**src/rtl/qspi_mem_responder.sv**
```systemverilog
// QSPI target that bridges quad-mode read (0xEB) and write (0x38) transfers onto a
// byte-wide synchronous memory port; all QSPI pins are oversampled on clk_i.
module qspi_mem_responder #(
  parameter int AW    = 10,
  parameter int DUMMY = 4
) (
  input  logic          clk_i,
  input  logic          rst_in,
  input  logic          cs_in,
  input  logic          sck_i,
  input  logic [3:0]    sd_i,
  output logic [3:0]    sd_o,
  output logic [3:0]    sd_oen_o,
  output logic [AW-1:0] mem_addr_o,
  output logic [7:0]    mem_wdata_o,
  output logic          mem_we_o,
  output logic          mem_re_o,
  input  logic [7:0]    mem_rdata_i
);

  localparam logic [2:0] S_IDLE  = 3'd0;
  localparam logic [2:0] S_CMD   = 3'd1;
  localparam logic [2:0] S_ADDR  = 3'd2;
  localparam logic [2:0] S_DUMMY = 3'd3;
  localparam logic [2:0] S_RD    = 3'd4;
  localparam logic [2:0] S_WR    = 3'd5;
  localparam logic [2:0] S_SKIP  = 3'd6;

  localparam logic [7:0] DUMMY_LAST = 8'(DUMMY - 1);

  logic          cs_s1_q, cs_s2_q, cs_d_q;
  logic          sck_s1_q, sck_s2_q, sck_d_q;
  logic [3:0]    sd_s1_q, sd_s2_q;
  logic [1:0]    warm_q, warm_d;
  logic          armed_q, armed_d;
  logic [2:0]    state_q, state_d;
  logic [7:0]    cnt_q, cnt_d;
  logic          phase_q, phase_d;
  logic          is_rd_q, is_rd_d;
  logic [19:0]   sh_q, sh_d;
  logic [AW-1:0] ptr_q, ptr_d;
  logic [3:0]    whi_q, whi_d;
  logic [7:0]    pf_q, pf_d;
  logic          rvalid_q, rvalid_d;
  logic [3:0]    sd_o_q, sd_o_d;
  logic [3:0]    oen_q, oen_d;
  logic [AW-1:0] addr_q, addr_d;
  logic [7:0]    wdata_q, wdata_d;
  logic          we_q, we_d;
  logic          re_q, re_d;

  logic          sck_rise, sck_fall, cs_fall;
  logic [23:0]   addr_full;
  logic [7:0]    cmd_byte;
  logic          unused_addr_hi;

  always_ff @(posedge clk_i or negedge rst_in) begin
    if (!rst_in) begin
      cs_s1_q  <= 1'b1;
      cs_s2_q  <= 1'b1;
      cs_d_q   <= 1'b1;
      sck_s1_q <= 1'b0;
      sck_s2_q <= 1'b0;
      sck_d_q  <= 1'b0;
      sd_s1_q  <= 4'h0;
      sd_s2_q  <= 4'h0;
    end else begin
      cs_s1_q  <= cs_in;
      cs_s2_q  <= cs_s1_q;
      cs_d_q   <= cs_s2_q;
      sck_s1_q <= sck_i;
      sck_s2_q <= sck_s1_q;
      sck_d_q  <= sck_s2_q;
      sd_s1_q  <= sd_i;
      sd_s2_q  <= sd_s1_q;
    end
  end

  // A CS falling edge only counts once CS has been seen high with real (post-reset) samples.
  assign cs_fall   = armed_q & cs_d_q & ~cs_s2_q;
  assign sck_rise  = ~cs_s2_q & sck_s2_q & ~sck_d_q;
  assign sck_fall  = ~cs_s2_q & ~sck_s2_q & sck_d_q;
  assign addr_full = {sh_q, sd_s2_q};
  assign cmd_byte  = {sh_q[3:0], sd_s2_q};
  assign unused_addr_hi = ^addr_full;

  always_comb begin
    warm_d   = {warm_q[0], 1'b1};
    armed_d  = armed_q | (warm_q[1] & cs_s2_q);
    state_d  = state_q;
    cnt_d    = cnt_q;
    phase_d  = phase_q;
    is_rd_d  = is_rd_q;
    sh_d     = sck_rise ? {sh_q[15:0], sd_s2_q} : sh_q;
    ptr_d    = ptr_q;
    whi_d    = whi_q;
    rvalid_d = re_q;
    pf_d     = rvalid_q ? mem_rdata_i : pf_q;
    sd_o_d   = sd_o_q;
    oen_d    = oen_q;
    addr_d   = addr_q;
    wdata_d  = wdata_q;
    we_d     = 1'b0;
    re_d     = 1'b0;
    if (cs_s2_q) begin
      state_d = S_IDLE;
      cnt_d   = 8'd0;
      phase_d = 1'b0;
      oen_d   = 4'h0;
    end else begin
      case (state_q)
        S_IDLE: begin
          if (cs_fall) begin
            state_d = S_CMD;
            cnt_d   = 8'd0;
            phase_d = 1'b0;
          end
        end
        S_CMD: begin
          if (sck_rise) begin
            if (cnt_q == 8'd1) begin
              cnt_d = 8'd0;
              if (cmd_byte == 8'hEB) begin
                state_d = S_ADDR;
                is_rd_d = 1'b1;
              end else if (cmd_byte == 8'h38) begin
                state_d = S_ADDR;
                is_rd_d = 1'b0;
              end else begin
                state_d = S_SKIP;
              end
            end else begin
              cnt_d = cnt_q + 8'd1;
            end
          end
        end
        S_ADDR: begin
          if (sck_rise) begin
            if (cnt_q == 8'd5) begin
              cnt_d   = 8'd0;
              phase_d = 1'b0;
              ptr_d   = addr_full[AW-1:0];
              if (is_rd_q) begin
                re_d    = 1'b1;
                addr_d  = addr_full[AW-1:0];
                state_d = (DUMMY == 0) ? S_RD : S_DUMMY;
              end else begin
                state_d = S_WR;
              end
            end else begin
              cnt_d = cnt_q + 8'd1;
            end
          end
        end
        S_DUMMY: begin
          if (sck_rise) begin
            if (cnt_q == DUMMY_LAST) begin
              cnt_d   = 8'd0;
              state_d = S_RD;
            end else begin
              cnt_d = cnt_q + 8'd1;
            end
          end
        end
        S_RD: begin
          // Driving the low nibble frees the prefetch slot, so fetch the next byte now.
          if (sck_fall) begin
            oen_d = 4'hF;
            if (!phase_q) begin
              sd_o_d  = pf_q[7:4];
              phase_d = 1'b1;
            end else begin
              sd_o_d  = pf_q[3:0];
              phase_d = 1'b0;
              ptr_d   = ptr_q + AW'(1);
              addr_d  = ptr_q + AW'(1);
              re_d    = 1'b1;
            end
          end
        end
        S_WR: begin
          if (sck_rise) begin
            if (!phase_q) begin
              whi_d   = sd_s2_q;
              phase_d = 1'b1;
            end else begin
              we_d    = 1'b1;
              addr_d  = ptr_q;
              wdata_d = {whi_q, sd_s2_q};
              ptr_d   = ptr_q + AW'(1);
              phase_d = 1'b0;
            end
          end
        end
        default: begin
        end
      endcase
    end
  end

  always_ff @(posedge clk_i or negedge rst_in) begin
    if (!rst_in) begin
      warm_q   <= 2'b00;
      armed_q  <= 1'b0;
      state_q  <= S_IDLE;
      cnt_q    <= 8'd0;
      phase_q  <= 1'b0;
      is_rd_q  <= 1'b0;
      sh_q     <= 20'h0;
      ptr_q    <= '0;
      whi_q    <= 4'h0;
      pf_q     <= 8'h0;
      rvalid_q <= 1'b0;
      sd_o_q   <= 4'h0;
      oen_q    <= 4'h0;
      addr_q   <= '0;
      wdata_q  <= 8'h0;
      we_q     <= 1'b0;
      re_q     <= 1'b0;
    end else begin
      warm_q   <= warm_d;
      armed_q  <= armed_d;
      state_q  <= state_d;
      cnt_q    <= cnt_d;
      phase_q  <= phase_d;
      is_rd_q  <= is_rd_d;
      sh_q     <= sh_d;
      ptr_q    <= ptr_d;
      whi_q    <= whi_d;
      pf_q     <= pf_d;
      rvalid_q <= rvalid_d;
      sd_o_q   <= sd_o_d;
      oen_q    <= oen_d;
      addr_q   <= addr_d;
      wdata_q  <= wdata_d;
      we_q     <= we_d;
      re_q     <= re_d;
    end
  end

  assign sd_o        = sd_o_q;
  assign sd_oen_o    = oen_q & {4{~cs_s2_q}};
  assign mem_addr_o  = addr_q;
  assign mem_wdata_o = wdata_q;
  assign mem_we_o    = we_q;
  assign mem_re_o    = re_q;

endmodule

```
**config.mk**
```make
export PLATFORM = sky130hd
export DESIGN_NAME = qspi_mem_responder
export DESIGN_NICKNAME = d
export VERILOG_FILES = /design/src/rtl/qspi_mem_responder.sv
export SDC_FILE = /design/constraint.sdc
export NUM_CORES = 1
export LEC_CHECK = 0
export ABC_AREA = 1
export CAP_MARGIN = 40
export CORE_MARGIN = 2
export CORE_UTILIZATION = 61
export DETAILED_ROUTE_END_ITERATION = 12
export PLACE_DENSITY = 0.94
export SETUP_SLACK_MARGIN = 0.05
export SYNTH_ARGS = -nofsm -noshare
export SYNTH_HDL_FRONTEND = slang
export SYNTH_SLANG_ARGS = --single-unit
```
**constraint.sdc**
```tcl
create_clock -name clk_i -period 4.98 [get_ports clk_i]
set_clock_uncertainty 0.05 [all_clocks]
set_input_delay 0.996 -clock clk_i [delete_from_list [all_inputs] [get_ports clk_i]]
set_output_delay 0.996 -clock clk_i [all_outputs]
set_load 0.005 [all_outputs]
```
; ---- Yosys cells after proc, flatten, opt, wreduce, memory -nomap -nowiden
; Cells that the tools add are included.
[classes]
add_sub_neg = 2
n_eq_ne = 26
mux = 59
bitwise = 13
reduce_logical = 17
[ops]
columns = op, n
row1 = 2-to-1 mux 10 bit, 12
row2 = 2-to-1 mux 8 bit, 8
row3 = one-hot mux 10 bit (3 select lines), 2
row4 = 2-to-1 mux 3 bit, 11
row5 = one-hot mux 8 bit (4 select lines), 1
row6 = "inequality test 3 bit, second input constant", 9
row7 = 2-to-1 mux 1 bit, 18
row8 = 2-to-1 mux 4 bit, 4
row9 = "inequality test 2 bit, second input constant", 7
row10 = one-hot mux 3 bit (4 select lines), 1
row11 = AND reduction 6 bit, 2
row12 = "adder 10 x 1 -> 10 bit, second input constant", 1
row13 = AND reduction 5 bit, 2
row14 = nonzero test 5 bit, 2
row15 = AND reduction 9 bit, 1
row16 = "adder 8 x 1 -> 8 bit, second input constant", 1
row17 = "equality test 8 x 1 -> 1 bit, second input constant", 1
row18 = "equality test 8 x 2 -> 1 bit, second input constant", 1
row19 = "equality test 8 x 3 -> 1 bit, second input constant", 1
row20 = "equality test 8 x 6 -> 1 bit, second input constant", 1
row21 = "equality test 8 bit, second input constant", 1
row22 = AND reduction 4 bit, 2
row23 = AND reduction 8 bit, 1
row24 = AND 1 bit, 7
row25 = 13 further kinds, 20
[word_totals]
reg_bits = 87
out_inout_bits = 28
wordCells = 142

; ---- Logic depth before layout (Yosys ltp)
; Gate-level depths: netlist (run 1).
[logic_depth]
depth_word = 7
ltp_mapped = 11
ltp_nobuf = 11

; ---- Worst setup path after synthesis (run 1)
; No wires, ideal clock.
[synth_path]
kind = register to output
from = register cs_s2_q
to = output port sd_oen_o[1]
arrival_time_ns = 0.866
required_ns = 3.934
path_slack_ns = 3.068
path_stages_with_launch = 4
path_cell_list = dfstp_2 > buf_4 > nor2_1 > buf_4
[synth_via]
elab_chain_cells = 2
[synth_lines]
columns = element, line
row1 = "start, declared", 31  ; logic cs_s1_q, cs_s2_q, cs_d_q;
row2 = "start signal, assigned", 69  ; cs_s2_q <= cs_s1_q;
row3 = NOT 1 bit (no source line), n/a
row4 = AND 4 bit, 242  ; assign sd_oen_o = oen_q & {4{~cs_s2_q}};
row5 = "end, declared", 13  ; output logic [3:0] sd_oen_o,
; No other way between the ends.

; ---- Final worst setup path (run 1)
[layout_path]
from = register cs_s2_q
to = output port sd_oen_o[3]
; The elaborated chain is that of the path after synthesis.

==> reports/results.txt, run 1 <==
final wirelength - 9.83 mm
P_leak - 0.00238 uW
clock buffer count from CTS - 9
Nets - 575
RSZ-0062 raised after global routing - false
Max rail drop VDD - 0.292 mV
total grt overflow - 0
post-cts sizing count - 0
Startpoint Class - flip-flop
Chip Height - 86.5 microns
fin area - 4820 sq um
hold buffers post-CTS - 0
clock-pin slew on the worst setup and hold paths - 0.09 ns
Power Dens Cells - 491 nW/um^2
dpl cell area - 4620 sq um
period utilization - 0.533
Yosys cell types - 31
FP Rows - 30
GP Congestion - 0.941
endpoints failing hold - 0
HPWL Detailed - 6.85 mm
Post CTS Setup Buffer Count - 0
maximum fanout along the worst path - 11
Net Sw Frac - 0.417
number of port buffers - 43
routed len/inst - 15.3 microns
clock buffer depth - 2
Die Area - 7490 sq um
Hold WS - 0.305 ns
sequential element share of the synthesized area - 0.507
sequential share of power - 0.401
area share of fa/ha/maj cells after synthesis - 0.00904
routed vias/inst - 5.78
H-tree depth - 3
Post-Syn Instances - 517
Post-Syn Area - 4150 sq um
post-synthesis mux area share - 0.0244
Critical Path AT - 1.61 ns
main combinational cell family by area after synthesis - simple AND/OR/NAND/NOR gates
status - completed
crit end category - primary output
post-route DRC violation count - 0
Synth area leader - dfrtp_1
Synth Area in XOR/XNOR - 0.00843
core area - 6680 sq um
Synth top area share - 0.488
Final Non-Filler Cells - 641
FF+latch count, synth - 84
Hold WC Path Type - flip-flop to flip-flop
compound-gate portion of the synthesized area - 0.0883
DR iter-0 viols - 432
initial antenna violation count - 0
Internal - 1380 uW
CTS tree - built
ANT nets after route - 0
Logic pwr share - 0.383
Clock Root Buffer - clkbuf_8
Syn-to-layout area delta - 16.1%
clock share of power - 0.216
Fill cells - 485
all-layer global routing usage - 0.283
io pins - 44
diodes inserted - 0
syn nets - 536
WS Path Type - flip-flop to primary output
# Max-Cap Violations - 0
clk sinks - 84
vias in the first global route - 3530
FMAX - 377 MHz
first-pass GRT wire length - 16.5 mm
detailed-route via count - 3704
largest cells by area after synthesis - dfrtp_1 (49%), nand2_1 (17%), nand3_1 (5.1%), inv_1 (3.7%), o21ai_1 (3.1%)
pin count of the biggest net entering global routing - 60
Synth Warn # - 0
Post-Synth Simple-Gate Area - 0.294
layout cell share with drive strength beyond 1 - 0.0945
Switch Pwr - 987 uW
placed insts - 625
final setup fails - 0
total negative slack - 0 ns
die width - 86.5 microns
worst skew pair latency - 0.37 ns
Starting Density - 0.622
max-slew violations - 0
post-layout minimum cycle time - 2.65 ns
Mean Syn Cell Area - 8.03 sq um
DRT Pass-1 Iters - 5
critical path required time - 3.93 ns
flip-flops by register name, indices dropped and copies added (netlist names), 2 cells and up:
signal and flops:
state_q 3, mem_addr_o 10, sd_s2_q 4, ptr_q 10, pf_q 8, warm_q 2
whi_q 4, cnt_q 8, sd_o 4, mem_wdata_o 8, sd_s1_q 4, sh_q 6
power by group through the flow:
stage | clock (uW) | combinational, uW | sequential [uW]
after CTS | 511 | 894 | 946
after detailed placement | 0 | 886 | 956
after global routing | 543 | 1010 | 966
final | 510 | 907 | 950
after global placement | 0 | 838 | 947
after floorplan | 0 | 620 | 930
per-layer routing:
layer | share of wire | global-route usage | vias up
met5 | 0 | 0 | -
met3 | 0.071 | 0.0648 | 30
li1 | - | - | 1738
met4 | 0.024 | 0.116 | 0
met1 | 0.42 | 0.378 | 1748
met2 | 0.49 | 0.450 | 188
critical path: stages (launching register included):
cell	delay, ns
dfstp_2	0.64
nor2_1	0.12
clkdlybuf4s50_1	0.48
cells by family (layout without fill, tap and decap cells):
logic type,count (synthesis),in the layout
other cells,1,1
xor+xnor,4,4
simple gates,282,282
buf+inv,68,112
mux,9,9
flops,84,84
compound gates,66,66
fa+ha+maj,3,3
cell usage in the layout (no fill, tap or decap), drive strengths merged:
| master | netlist | final |
|---|---|---|
| nand2 | 186 | 186 |
| nor3 | 1 | 1 |
| dfrtp | 81 | 81 |
| nand3 | 46 | 46 |
| xor2 | 4 | 4 |
| nor3b | 1 | 1 |
| o21ai | 45 | 45 |
| dfstp | 3 | 3 |
| inv | 52 | 54 |
| o32ai | 1 | 1 |
| buf | 12 | 2 |
| ha | 3 | 3 |
| a31oi | 6 | 6 |
| o211ai | 6 | 6 |
| nand4 | 11 | 11 |
| a21o | 1 | 1 |
| mux2 | 9 | 9 |
| conb | 1 | 1 |
| o21bai | 3 | 3 |
| bufinv | 0 | 1 |
| and2 | 2 | 2 |
| a21oi | 4 | 4 |
| clkinv | 0 | 1 |
| clkinvlp | 0 | 2 |
| nor2 | 35 | 35 |
| clkdlybuf4s50 | 0 | 42 |
| clkbuf | 4 | 10 |
cell type report:
type	instances	area, sq um	area share
inverter	52	195	0.0405
timing repair buffer	44	455	0.0945
sequential	84	2110	0.437
tap	80	100	0.0208
clock inverter	6	71.3	0.0148
clock buffer	10	128	0.0265
multi-input combinational	365	1770	0.366
final timing paths:
check,depth (start not counted),from,slack (ns),endpoint
min reg2reg,0,sd_s1_q[1],0.31,sd_s2_q[1]
max reg2reg,7,cs_s2_q,2.83,mem_wdata_o[6]
max,2,cs_s2_q,2.33,sd_oen_o[3]
min in group asynchronous,1,rst_in,0.47,mem_addr_o[7]
min,0,sd_s1_q[1],0.31,sd_s2_q[1]
max in group asynchronous,2,rst_in,3.78,cs_s1_q
Yosys cell counts:
cell	instances
a21o_1	1
a21oi_1	4
a31oi_1	6
and2_1	1
and2_4	1
buf_2	7
buf_4	5
clkbuf_1	4
conb_1	1
dfrtp_1	81
dfstp_2	3
ha_1	3
inv_1	41
inv_2	11
mux2_2	9
nand2_1	185
nand2_4	1
nand3_1	42
nand3_2	4
nand4_1	11
nor2_1	28
nor2_2	3
nor2_4	4
nor3_1	1
nor3b_1	1
o211ai_1	6
o21ai_0	19
o21ai_1	26
o21bai_1	3
o32ai_1	1
xor2_1	4
stage by stage:
step	worst slack [ns]	utilization	power [uW]
after floorplan	3.07	-	1550
after global placement	2.78	0.688	1780
after detailed placement	2.74	0.692	1840
after CTS	2.34	0.722	2350
after global routing	2.26	0.722	2520
final	2.33	0.722	2370
No activity file was read; power rests on OpenSTA's default activity.
==> run 2, diff against run 1 <==
--- a/config.mk
+++ b/config.mk
@@ -8,9 +8,9 @@
 export ABC_AREA = 1
 export CAP_MARGIN = 40
 export CORE_MARGIN = 2
-export CORE_UTILIZATION = 61
+export CORE_UTILIZATION = 51
 export DETAILED_ROUTE_END_ITERATION = 12
-export PLACE_DENSITY = 0.94
+export PLACE_DENSITY = 0.85
 export SETUP_SLACK_MARGIN = 0.05
 export SYNTH_ARGS = -nofsm -noshare
 export SYNTH_HDL_FRONTEND = slang
==> constraint.sdc (replaced) <==
create_clock -name clk_i -period 2.1 [get_ports clk_i]
set_clock_uncertainty 0.05 [all_clocks]
set_input_delay 0.42 -clock clk_i [delete_from_list [all_inputs] [get_ports clk_i]]
set_output_delay 0.42 -clock clk_i [all_outputs]
set_load 0.005 [all_outputs]
==> run 2 against run 1 <==
Effect of this change:
- global-route usage fell by 5.6 points
- worst hold slack worse by 0.31 ns
- clock power increased to 2.6 times the previous value
- via count is 2.9% lower
- sequential power increased by 140%
- critical path type unchanged
- the flow now finishes with violations (negative hold slack)
- cell area rose by 2.6%
- wire length down 4.9%
- combinational power up 150%
- core utilization down 8.8 points
==> reports/results.txt, run 2 (synthesized netlist as in run 1, its figures left out) <==
status - finished with violations (was completed)
failing checks - negative hold slack
H-tree depth - 3 (unchanged)
M3 GR Usage - 0.0321 (was 0.0648)
GRT met2 Usage - 0.363 (was 0.450)
RSZ-0062 raised after global routing - true (was false)
RR Endpoint - mem_addr_o[1] (was mem_wdata_o[6])
crit end category - primary output (unchanged)
Fill cells - 678 (was 485)
# Max-Cap Violations - 0 (unchanged)
post-route DRC violation count - 0 (unchanged)
period utilization - 0.942
Startpoint Class - flip-flop (unchanged)
all-layer global routing usage - 0.227 (was 0.283)
hold buffers post-CTS - 0 (unchanged)
GP Congestion - 0.863 (was 0.941)
DRT Pass-1 Iters - 5 (unchanged)
max-slew violations - 0 (unchanged)
GRT busiest layer - met2 (unchanged)
Power, Total - 5800 uW (was 2370 uW)
post-layout minimum cycle time - 1.98 ns
P_leak - 0.00243 uW (was 0.00238 uW)
endpoints failing hold - 6 (was 0)
Critical Path Start - cs_s2_q (unchanged)
R2R cell count - 9 (was 7)
pin count of the biggest net entering global routing - 47 (was 60)
first-pass GRT wire length - 15.7 mm (was 16.5 mm)
Die Area - 8880 sq um (was 7490 sq um)
relative slew slack - 0.629
Critical Path AT - 1.51 ns (was 1.61 ns)
clk sinks - 84 (unchanged)
total grt overflow - 0 (unchanged)
FMAX - 506 MHz
vias in the first global route - 3401 (was 3530)
routed len/inst - 13.9 microns (was 15.3 microns)
initial antenna violation count - 0 (unchanged)
Worst R2R Start - cs_s2_q (unchanged)
final wirelength - 9.35 mm (was 9.83 mm)
commonest non-fill, non-tap cell in the layout - nand2_1 (unchanged)
Chip Height - 94.3 microns (was 86.5 microns)
Power Dens Cells - 1170 nW/um^2 (was 491 nW/um^2)
Hold WS - -0.00348 ns (was 0.305 ns)
die width - 94.3 microns (was 86.5 microns)
number of port buffers - 43 (unchanged)
worst-margin pin slew - 0.557 ns
critical path required time - 1.63 ns (was 3.93 ns)
clock-pin slew on the worst setup and hold paths - 0.09 ns (about the same)
CTS tree - built (unchanged)
WS Path Type - flip-flop to primary output (unchanged)
r2r setup slk - 0.19 ns (was 2.83 ns)
routed vias/inst - 5.35 (was 5.78)
Max rail drop VDD - 0.514 mV (was 0.292 mV)
Nets - 584 (was 575)
Starting Density - 0.532 (was 0.622)
worst skew pair latency - 0.37 ns (about the same)
Hold WC Path Type - input pin to async pin (was flip-flop to flip-flop)
core area - 7810 sq um (was 6680 sq um)
diodes inserted - 0 (unchanged)
met1 GRT Util - 0.310 (was 0.378)
Syn-to-layout area delta - 19.0% (was 16.1%)
HPWL Detailed - 6.82 mm (was 6.85 mm)
FF/Latch Area - 2110 sq um (unchanged)
Clock Root Buffer - clkbuf_8 (unchanged)
io pins - 44 (unchanged)
ANT nets after route - 0 (unchanged)
most frequent cells in the layout - nand2_1 (185), dfrtp_1 (81), nand3_1 (42), clkdlybuf4s50_1 (42), inv_1 (41) (unchanged)
FP Rows - 32 (was 30)
layout cell share with drive strength beyond 1 - 0.109 (was 0.0945)
clock buffer count from CTS - 9 (unchanged)
clock buffer depth - 2 (unchanged)
final setup fails - 0 (unchanged)
DR iter-0 viols - 273 (was 432)
maximum fanout along the worst path - 4 (was 11)
detailed-route via count - 3596 (was 3704)
total negative slack - 0 ns (unchanged)
Multi-input gate area - 1780 sq um (was 1770 sq um)
## run 2: cell types whose count changed in the layout (fill, tap and decap cells not counted)
cell,previous run,this run
buf_4,1,9
buf_16,1,0
bufinv_16,1,2
nor2_2,3,2
inv_6,2,1
clkinvlp_4,2,1
nor2_4,4,6
clkbuf_8,9,10
buf_12,0,1
## run 2: power by group
part	total [uW]	internal (uW)	switching, uW
clock network	1320	709	610
registers	2240	1950	290
logic	2240	846	1400
total	5800	3500	2300
## run 2: repair_timing
action / in CTS / in global routing
resized for setup: 0 / 2
pin swaps: 0 / 2
setup endpoints to repair: 4 / 14
gates cloned: 0 / 1
buffers inserted: 1 / 2
## run 2: per-layer routing
layer | up-vias | share of wire
li1 | 1770 | -
met1 | 1676 | 0.46
met2 | 131 | 0.47
met3 | 19 | 0.053
met4 | 0 | 0.023
met5 | - | 0
## run 2: critical path, cell delays in order (launching register included)
cell,delay (ns)
dfstp_2,0.38
nor2_1,0.21
clkdlybuf4s50_1,0.56
## run 2: cell type report
cell class                 count  share of cell area
clock buffer                  11              0.0286
clock inverter                 5              0.0172
inverter                      52              0.0395
multi-input combinational    366               0.360
sequential                    84               0.426
tap                          102              0.0258
timing repair buffer          52               0.103
## run 2: through the flow
stage / util / cells / hold WS (ns) / setup WS [ns] / area (sq um)
final: 0.633 / 672 / -0.00348 / 0.123 / 4940
after floorplan: - / 517 / 0.0744 / 0.488 / 4150
after detailed placement: 0.599 / 652 / 0.285 / 0.175 / 4680
after CTS: 0.629 / 669 / 0.00106 / 0.0944 / 4910
after global routing: 0.633 / 672 / 0.0381 / 0.0345 / 4940
after global placement: 0.599 / 652 / 0.284 / 0.278 / 4680
## run 2: worst max path at each step
| stage | end | depth (start not counted) |
|---|---|---|
| floorplan | cnt_q[7] | 9 |
| global placement | ptr_q[6] | 9 |
| finish | sd_oen_o[2] | 2 |
| detailed placement | ptr_q[0] | 9 |
| global route | mem_addr_o[2] | 9 |
| CTS | sd_oen_o[2] | 2 |
